## config.mk

```make
export PLATFORM = sky130hd
export DESIGN_NAME = serial_pattern_tx
export DESIGN_NICKNAME = d
export VERILOG_FILES = /design/src/rtl/serial_pattern_tx.sv
export SDC_FILE = /design/constraint.sdc
export NUM_CORES = 1
export LEC_CHECK = 0
export ABC_AREA = 0
export BUFFER_PORTS_ARGS = -buffer_cell sky130_fd_sc_hd__buf_2
export CORE_ASPECT_RATIO = 0.9
export CORE_UTILIZATION = 57
export CTS_CLUSTER_SIZE = 8
export DETAILED_ROUTE_END_ITERATION = 8
export PLACE_DENSITY = 0.79
export SLEW_MARGIN = 40
export SYNTH_ARGS = -nofsm -noshare
export SYNTH_HDL_FRONTEND = slang
export SYNTH_SLANG_ARGS = --single-unit
```

## constraint.sdc

```tcl
create_clock -name clk -period 2.7 [get_ports clk]
set_clock_uncertainty 0.2 [all_clocks]
set_input_delay 0.81 -clock clk [delete_from_list [all_inputs] [get_ports clk]]
set_output_delay 0.81 -clock clk [all_outputs]
set_load 0.005 [all_outputs]
```

## src/rtl/serial_pattern_tx.sv

```systemverilog
// serial_pattern_tx
//   Stores a pattern of up to MAX_LEN bits and shifts it out LSB first on a
//   registered serial line. The stored pattern and length stay in place after a
//   transmission, so a later start without a load replays the same sequence.
//
//   State   | meaning
//   --------+------------------------------------------------------------
//   IDLE    | waiting; load captures pattern/len, start begins a transfer
//   SHIFT   | one stored bit is on a each cycle, busy high
//   DONE    | a=0, busy=0, done high for this single cycle
//
// Ports
//   clk      in   clock, rising edge
//   rst_n    in   asynchronous active-low reset
//   load     in   capture pattern/len (honoured only in IDLE)
//   pattern  in   MAX_LEN bits, transmitted LSB first
//   len      in   bit count; values above MAX_LEN are clamped
//   start    in   begin transmission (honoured only in IDLE)
//   repeat_i in   only with SERIAL_PATTERN_TX_REPEAT_EN: loop the pattern
//   a        out  registered serial bit stream
//   busy     out  high while bits are being driven
//   done     out  one-cycle pulse after the last bit
//   err      out  one-cycle pulse on start with an effective length of 0
//
// Build option
//   SERIAL_PATTERN_TX_REPEAT_EN adds repeat_i (after start). When high at the
//   edge that ends the last bit, the pattern restarts from bit 0 with no DONE
//   cycle. The port is not called "repeat" because that is a reserved word.

module serial_pattern_tx #(
    parameter int MAX_LEN = 16,
    parameter int LEN_W   = 5
) (
    input  logic               clk,
    input  logic               rst_n,
    input  logic               load,
    input  logic [MAX_LEN-1:0] pattern,
    input  logic [LEN_W-1:0]   len,
    input  logic               start,
`ifdef SERIAL_PATTERN_TX_REPEAT_EN
    input  logic               repeat_i,
`endif
    output logic               a,
    output logic               busy,
    output logic               done,
    output logic               err
);

    typedef enum logic [1:0] {
        IDLE  = 2'd0,
        SHIFT = 2'd1,
        DONE  = 2'd2
    } state_t;

    localparam logic [LEN_W-1:0] MAX_LEN_L = LEN_W'(MAX_LEN);

    state_t             state_q;
    logic [MAX_LEN-1:0] pat_q;
    logic [LEN_W-1:0]   len_q;
    // Working copy that is shifted out, so pat_q survives for replay.
    logic [MAX_LEN-1:0] sh_q;
    // Bits still to send after the one currently on a; stops at 0, never wraps.
    logic [LEN_W-1:0]   cnt_q;

    logic [LEN_W-1:0]   len_clamp_d;
    logic [LEN_W-1:0]   eff_len_d;
    logic [MAX_LEN-1:0] eff_pat_d;

    // A load in the same cycle as start transmits the freshly presented data.
    always_comb begin
        len_clamp_d = (len > MAX_LEN_L) ? MAX_LEN_L : len;
        eff_len_d   = load ? len_clamp_d : len_q;
        eff_pat_d   = load ? pattern : pat_q;
    end

    always_ff @(posedge clk or negedge rst_n) begin
        if (!rst_n) begin
            state_q <= IDLE;
            pat_q   <= '0;
            len_q   <= '0;
            sh_q    <= '0;
            cnt_q   <= '0;
            a       <= 1'b0;
            busy    <= 1'b0;
            done    <= 1'b0;
            err     <= 1'b0;
        end else begin
            done <= 1'b0;
            err  <= 1'b0;
            case (state_q)
                IDLE: begin
                    if (load) begin
                        pat_q <= pattern;
                        len_q <= len_clamp_d;
                    end
                    if (start) begin
                        if (eff_len_d == '0) begin
                            err <= 1'b1;
                        end else begin
                            state_q <= SHIFT;
                            a       <= eff_pat_d[0];
                            busy    <= 1'b1;
                            sh_q    <= eff_pat_d >> 1;
                            cnt_q   <= eff_len_d - 1'b1;
                        end
                    end
                end
                SHIFT: begin
                    if (cnt_q == '0) begin
`ifdef SERIAL_PATTERN_TX_REPEAT_EN
                        if (repeat_i) begin
                            a     <= pat_q[0];
                            sh_q  <= pat_q >> 1;
                            cnt_q <= len_q - 1'b1;
                        end else begin
                            state_q <= DONE;
                            a       <= 1'b0;
                            busy    <= 1'b0;
                            done    <= 1'b1;
                        end
`else
                        state_q <= DONE;
                        a       <= 1'b0;
                        busy    <= 1'b0;
                        done    <= 1'b1;
`endif
                    end else begin
                        a     <= sh_q[0];
                        sh_q  <= sh_q >> 1;
                        cnt_q <= cnt_q - 1'b1;
                    end
                end
                DONE: begin
                    state_q <= IDLE;
                end
                default: begin
                    state_q <= IDLE;
                    a       <= 1'b0;
                    busy    <= 1'b0;
                end
            endcase
        end
    end

endmodule

```

## After elaboration in Yosys (flattened, before gate mapping)

Index checks and enable logic that the tools add are counted.

| storage, ports and cells | value |
|---|---|
| register bits after elaboration | 48 |
| logic and storage cells | 55 |

| operators by class | value |
|---|---|
| reduce and logical (&&, ||, !) cells | 8 |
| add/sub/neg operators | 2 |
| order comparisons | 1 |
| equality and inequality tests | 6 |
| bitwise logic cells | 1 |
| multiplexer cells | 28 |

Operator list:

| operator | number |
|---|---|
| $mux W16 | 4 |
| $pmux W16 S2 | 1 |
| $mux W5 | 5 |
| $mux W1 | 11 |
| $logic_not A5 Y1 | 2 |
| $pmux W5 S2 | 1 |
| $sub A5 B1 Y5 const B | 2 |
| $ne A2 B2 Y1 const B | 4 |
| $reduce_and A4 Y1 | 2 |
| $mux W2 | 3 |
| $pmux W1 S3 | 2 |
| $reduce_and A3 Y1 | 2 |
| $gt A5 B5 Y1 const B | 1 |
| $pmux W2 S2 | 1 |
| $eq A2 B1 Y1 const B | 1 |
| $eq A2 B2 Y1 const B | 1 |
| $logic_not A2 Y1 | 1 |
| $reduce_bool A2 Y1 | 1 |
| $not A1 Y1 | 1 |

## Logic depth before layout (Yosys ltp)

| logic depth | value |
|---|---|
| word-level depth | 7 |
| depth in mapped cells | 8 |

## Worst setup path before layout

No wires, ideal clock.

| timing path | value |
|---|---|
| kind | in2reg |
| start | input len[2] |
| end | register cnt_q[4] |
| slack | 253 ps |
| arrival | 2144 ps |
| cell stages on the path | 6 |
| buffers on the path | 1 |
| path through | or4b_1 -> o32a_1 -> o21ai_4 -> buf_6 -> nor2_1 -> a221oi_1 |

| between the ends | value |
|---|---|
| cells in the longest elaborated chain, start to end | 7 |
| elaborated cells on any way between the ends | 10 |
| classes of those cells | add/sub (1); order compare (1); eq/ne (1); mux (5); reduce/logical (2) |

Ends and longest elaborated chain:

| what | RTL line | text |
|---|---|---|
| from (decl) | 38 | `input logic [LEN_W-1:0] len,` |
| $gt A5 B5 Y1 | 71 | `len_clamp_d = (len > MAX_LEN_L) ? MAX_LEN_L : len;` |
| $mux W5 (*) | 71 |  |
| $mux W5 (*) | -- |  |
| $sub A5 B1 Y5 | 104 | `cnt_q <= eff_len_d - 1'b1;` |
| $mux W5 | 97 | `if (eff_len_d == '0) begin` |
| $mux W5 | 96 | `if (start) begin` |
| $pmux W5 S2 | 90 | `case (state_q)` |
| to (signal assigned) | 104 |  |
| to (signal assigned) | 130 | `cnt_q <= cnt_q - 1'b1;` |
| to (decl) | 63 | `logic [LEN_W-1:0] cnt_q;` |

Mark *: on every way between the ends. The rest lies on a longest branch, timed or not. The select of a mux whose other input is x is not followed.
A chain may end at the register's enable or synchronous reset.

## Final worst setup path

Ends and elaborated chain as after synthesis.

==> flow_metrics.env <==
export IMPL_ctsHtreeMaxLevel=2
export IMPL_cp_data_required_time_ps=2700
export IMPL_cp_max_fo=10
export IMPL_wirelength_um=4460
export IMPL_syn_to_final_growth_pct=12.4
export IMPL_grt_first_pass_wirelength_um=8250
export IMPL_drt_iter0_drc=109
export IMPL_ff2ff_path_depth=7
export IMPL_fmax_ghz=0.421
export IMPL_final_max_slew_violation_count=0
export IMPL_dp_hpwl_um=3220
export IMPL_core_rowCount=21
export IMPL_cts_tree="yes"
export IMPL_hold_depth=2
export IMPL_worstSetupStartpointType="primary input"
export IMPL_cts_setup_buffers=0
export IMPL_antenna_found_initial=0
export IMPL_vias_per_cell=5.67
export IMPL_ant_nets=0
export IMPL_fillers=323
export IMPL_cts_resized=0
export IMPL_min_path_type="reg2reg"
export IMPL_num_io_pins=29
export IMPL_initial_core_util_pct=61.1
export IMPL_vdd_drop_max_mv=0.541
export IMPL_synthTopCellsByArea="dfrtp_1, mux2i_1, o21ai_0"
export IMPL_syn_area_per_cell_um2=9.29
export IMPL_grt_pass1_vias=1846
export IMPL_place_congestion=0.905
export IMPL_ys_ff_latch=47
export IMPL_preCtsSetupSlack_ps=-7.60
export IMPL_cp_end_kind="register"
export IMPL_netlist_area_um2=2340
export IMPL_diodes=0
export IMPL_grt_overflow=0
export IMPL_critical_path_class="in2reg"
export IMPL_final_hold_viol_count=0
export IMPL_fin_crit_ps=2380
export IMPL_cp_arrival_ps=2370
export IMPL_critPathLaunch="len[2]"
export IMPL_period_share_pct=88.0
export IMPL_syn_inst=252
export IMPL_tns_ps=0
export IMPL_clk_latency_ps=300
export IMPL_p_leak_uw=0.00118
export IMPL_drtPass1Iterations=4
export IMPL_core_area_um2=3840
export IMPL_powerDensity_nw_per_um2=1150
export IMPL_status="finished, final reports clean"
export IMPL_slew_headroom_pct=61.5
export IMPL_grtUsageTotal_pct=24.1
export IMPL_die_w_um=69.6
export IMPL_final_core_util_pct=68.6
export IMPL_die_h_um=62.8
export IMPL_numCtsBuffers=5
export IMPL_yosysWarningCount=0
export IMPL_r2r_start="state_q[1]"
export IMPL_detail_route_wl_per_cell_um=13.6
export IMPL_syn_nets=278
export IMPL_synth_distinct_cells=33
export IMPL_die_area_um2=4370
export IMPL_grt_max_degree=48
export IMPL_clock_sinks=47
export IMPL_nets=307
export IMPL_clock_path_buffers=2
export IMPL_setup_violations=0
export IMPL_timing_final_ws_setup_ps=323
export IMPL_tightest_slew_ps=578
export IMPL_holdBufCountCts=0
export IMPL_ys_seq_area_share_pct=50.2
export IMPL_drc_errors=0
export IMPL_rsz0062_at_grt="false"
export IMPL_maxCapViolations=0
export IMPL_path_clk_slew_ps=90
export IMPL_clock_root_buffer="clkbuf_8"
export IMPL_hp_start="sh_q[13]"
export IMPL_synth_area_leader_cell="dfrtp_1"
export IMPL_vias=1859
export IMPL_port_buffers=28
export IMPL_yosysTopAreaCellShare_pct=50.2
export IMPL_drive_above_1_share_pct=19.1
==> final timing paths <==
path,to,slack [ps]
worst max register to register,cnt_q[4],380
worst min register to register,sh_q[13],290
worst max-delay path,cnt_q[4],320
max in group asynchronous,pat_q[12],1510
worst min-delay path,sh_q[13],290
min in group asynchronous,busy,390
==> cell usage in the layout, fill, tap and decap left out, types with 2 or more instances in the layout <==
cell	synthesis	final
a21oi_1	27	27
a221oi_1	3	3
a31oi_1	3	3
buf_2	5	28
buf_4	0	7
clkbuf_8	0	5
clkinv_2	0	3
dfrtp_1	47	47
inv_1	5	5
mux2_2	7	7
mux2i_1	16	16
nand2_1	24	24
nand2b_1	9	9
nand3_1	4	4
nand3b_1	3	3
nor2_1	36	36
nor2b_1	3	2
nor3_1	4	4
o211ai_1	2	2
o21ai_0	31	31
==> cells in the mapped netlist <==
| cell | count |
|---|---|
| dfrtp_1 | 47 |
| nor2_1 | 36 |
| o21ai_0 | 31 |
| a21oi_1 | 27 |
| nand2_1 | 24 |
| mux2i_1 | 16 |
| nand2b_1 | 9 |
| clkbuf_1 | 8 |
| mux2_2 | 7 |
| buf_2 | 5 |
| inv_1 | 5 |
| nand3_1 | 4 |
| nor3_1 | 4 |
| a221oi_1 | 3 |
| a31oi_1 | 3 |
| nand3b_1 | 3 |
| nor2b_1 | 3 |
| o211ai_1 | 2 |
| a2111oi_0 | 1 |
| a21bo_2 | 1 |
| a22oi_1 | 1 |
| a311o_1 | 1 |
| a311oi_1 | 1 |
| and2_1 | 1 |
| buf_6 | 1 |
| ha_1 | 1 |
| nor3b_1 | 1 |
| o21a_1 | 1 |
| o21ai_4 | 1 |
| o31ai_1 | 1 |
| o32a_1 | 1 |
| or3_1 | 1 |
| or4b_1 | 1 |
==> stage by stage <==
stage	power (uW)	instances	area, um2	hold slack (ps)
6_report	3020	328	2630	290
5_1_grt	3330	328	2630	321
4_1_cts	3030	328	2630	291
3_5_place_dp	2630	320	2550	271
3_3_place_gp	2570	320	2550	263
2_1_floorplan	2260	252	2340	249
==> routing by layer <==
metal	global-route usage [%]	vias to the layer above	routed length, um
li1	-	940	-
met1	35.1	893	2340
met2	36.0	24	1960
met3	5.48	2	131
met4	7.40	0	23
met5	0	-	0
==> worst max-delay path, cell delays in order <==
cell and delay, ps:
buf_2 110, or4b_1 510, o32a_1 250, o21ai_4 300, nor2_1 100, a221oi_1 300
==> kinds of logic (layout without fill, tap and decap cells) <==
kind of cell	after synthesis	count (layout)	synth area share [%]
and+or+nand+nor	87	87	16.8
AOI/OAI and AO/OA	75	75	18.6
DFF	47	47	50.2
muxes	23	23	10.2
buffers and inverters	19	49	3.63
adders and majority gates	1	1	0.534
==> power breakdown <==
part	total (uW)	switching, uW	internal, uW	leakage, uW
registers	1240	211	1030	0.000564
logic	1370	777	595	0.000564
clock network	406	228	177	0.0000477
==> cell type report <==
class | count | area, um2 | share of cell area [%]
clock buffers | 5 | 68.8 | 2.61
clock inverters | 3 | 15.0 | 0.570
inverters | 5 | 18.8 | 0.713
multi-input cells | 186 | 1080 | 41.2
flip-flops and latches | 47 | 1180 | 44.7
well taps | 46 | 57.6 | 2.19
repair buffers | 36 | 213 | 8.08
==> state kept, by name, summed over array words and instances (netlist names) <==
name and cells:
len_q 5, busy 1, cnt_q 5, err 1, done 1, a 1
pat_q 16, state_q 2, sh_q 15
(Power assumes the default switching activity.)
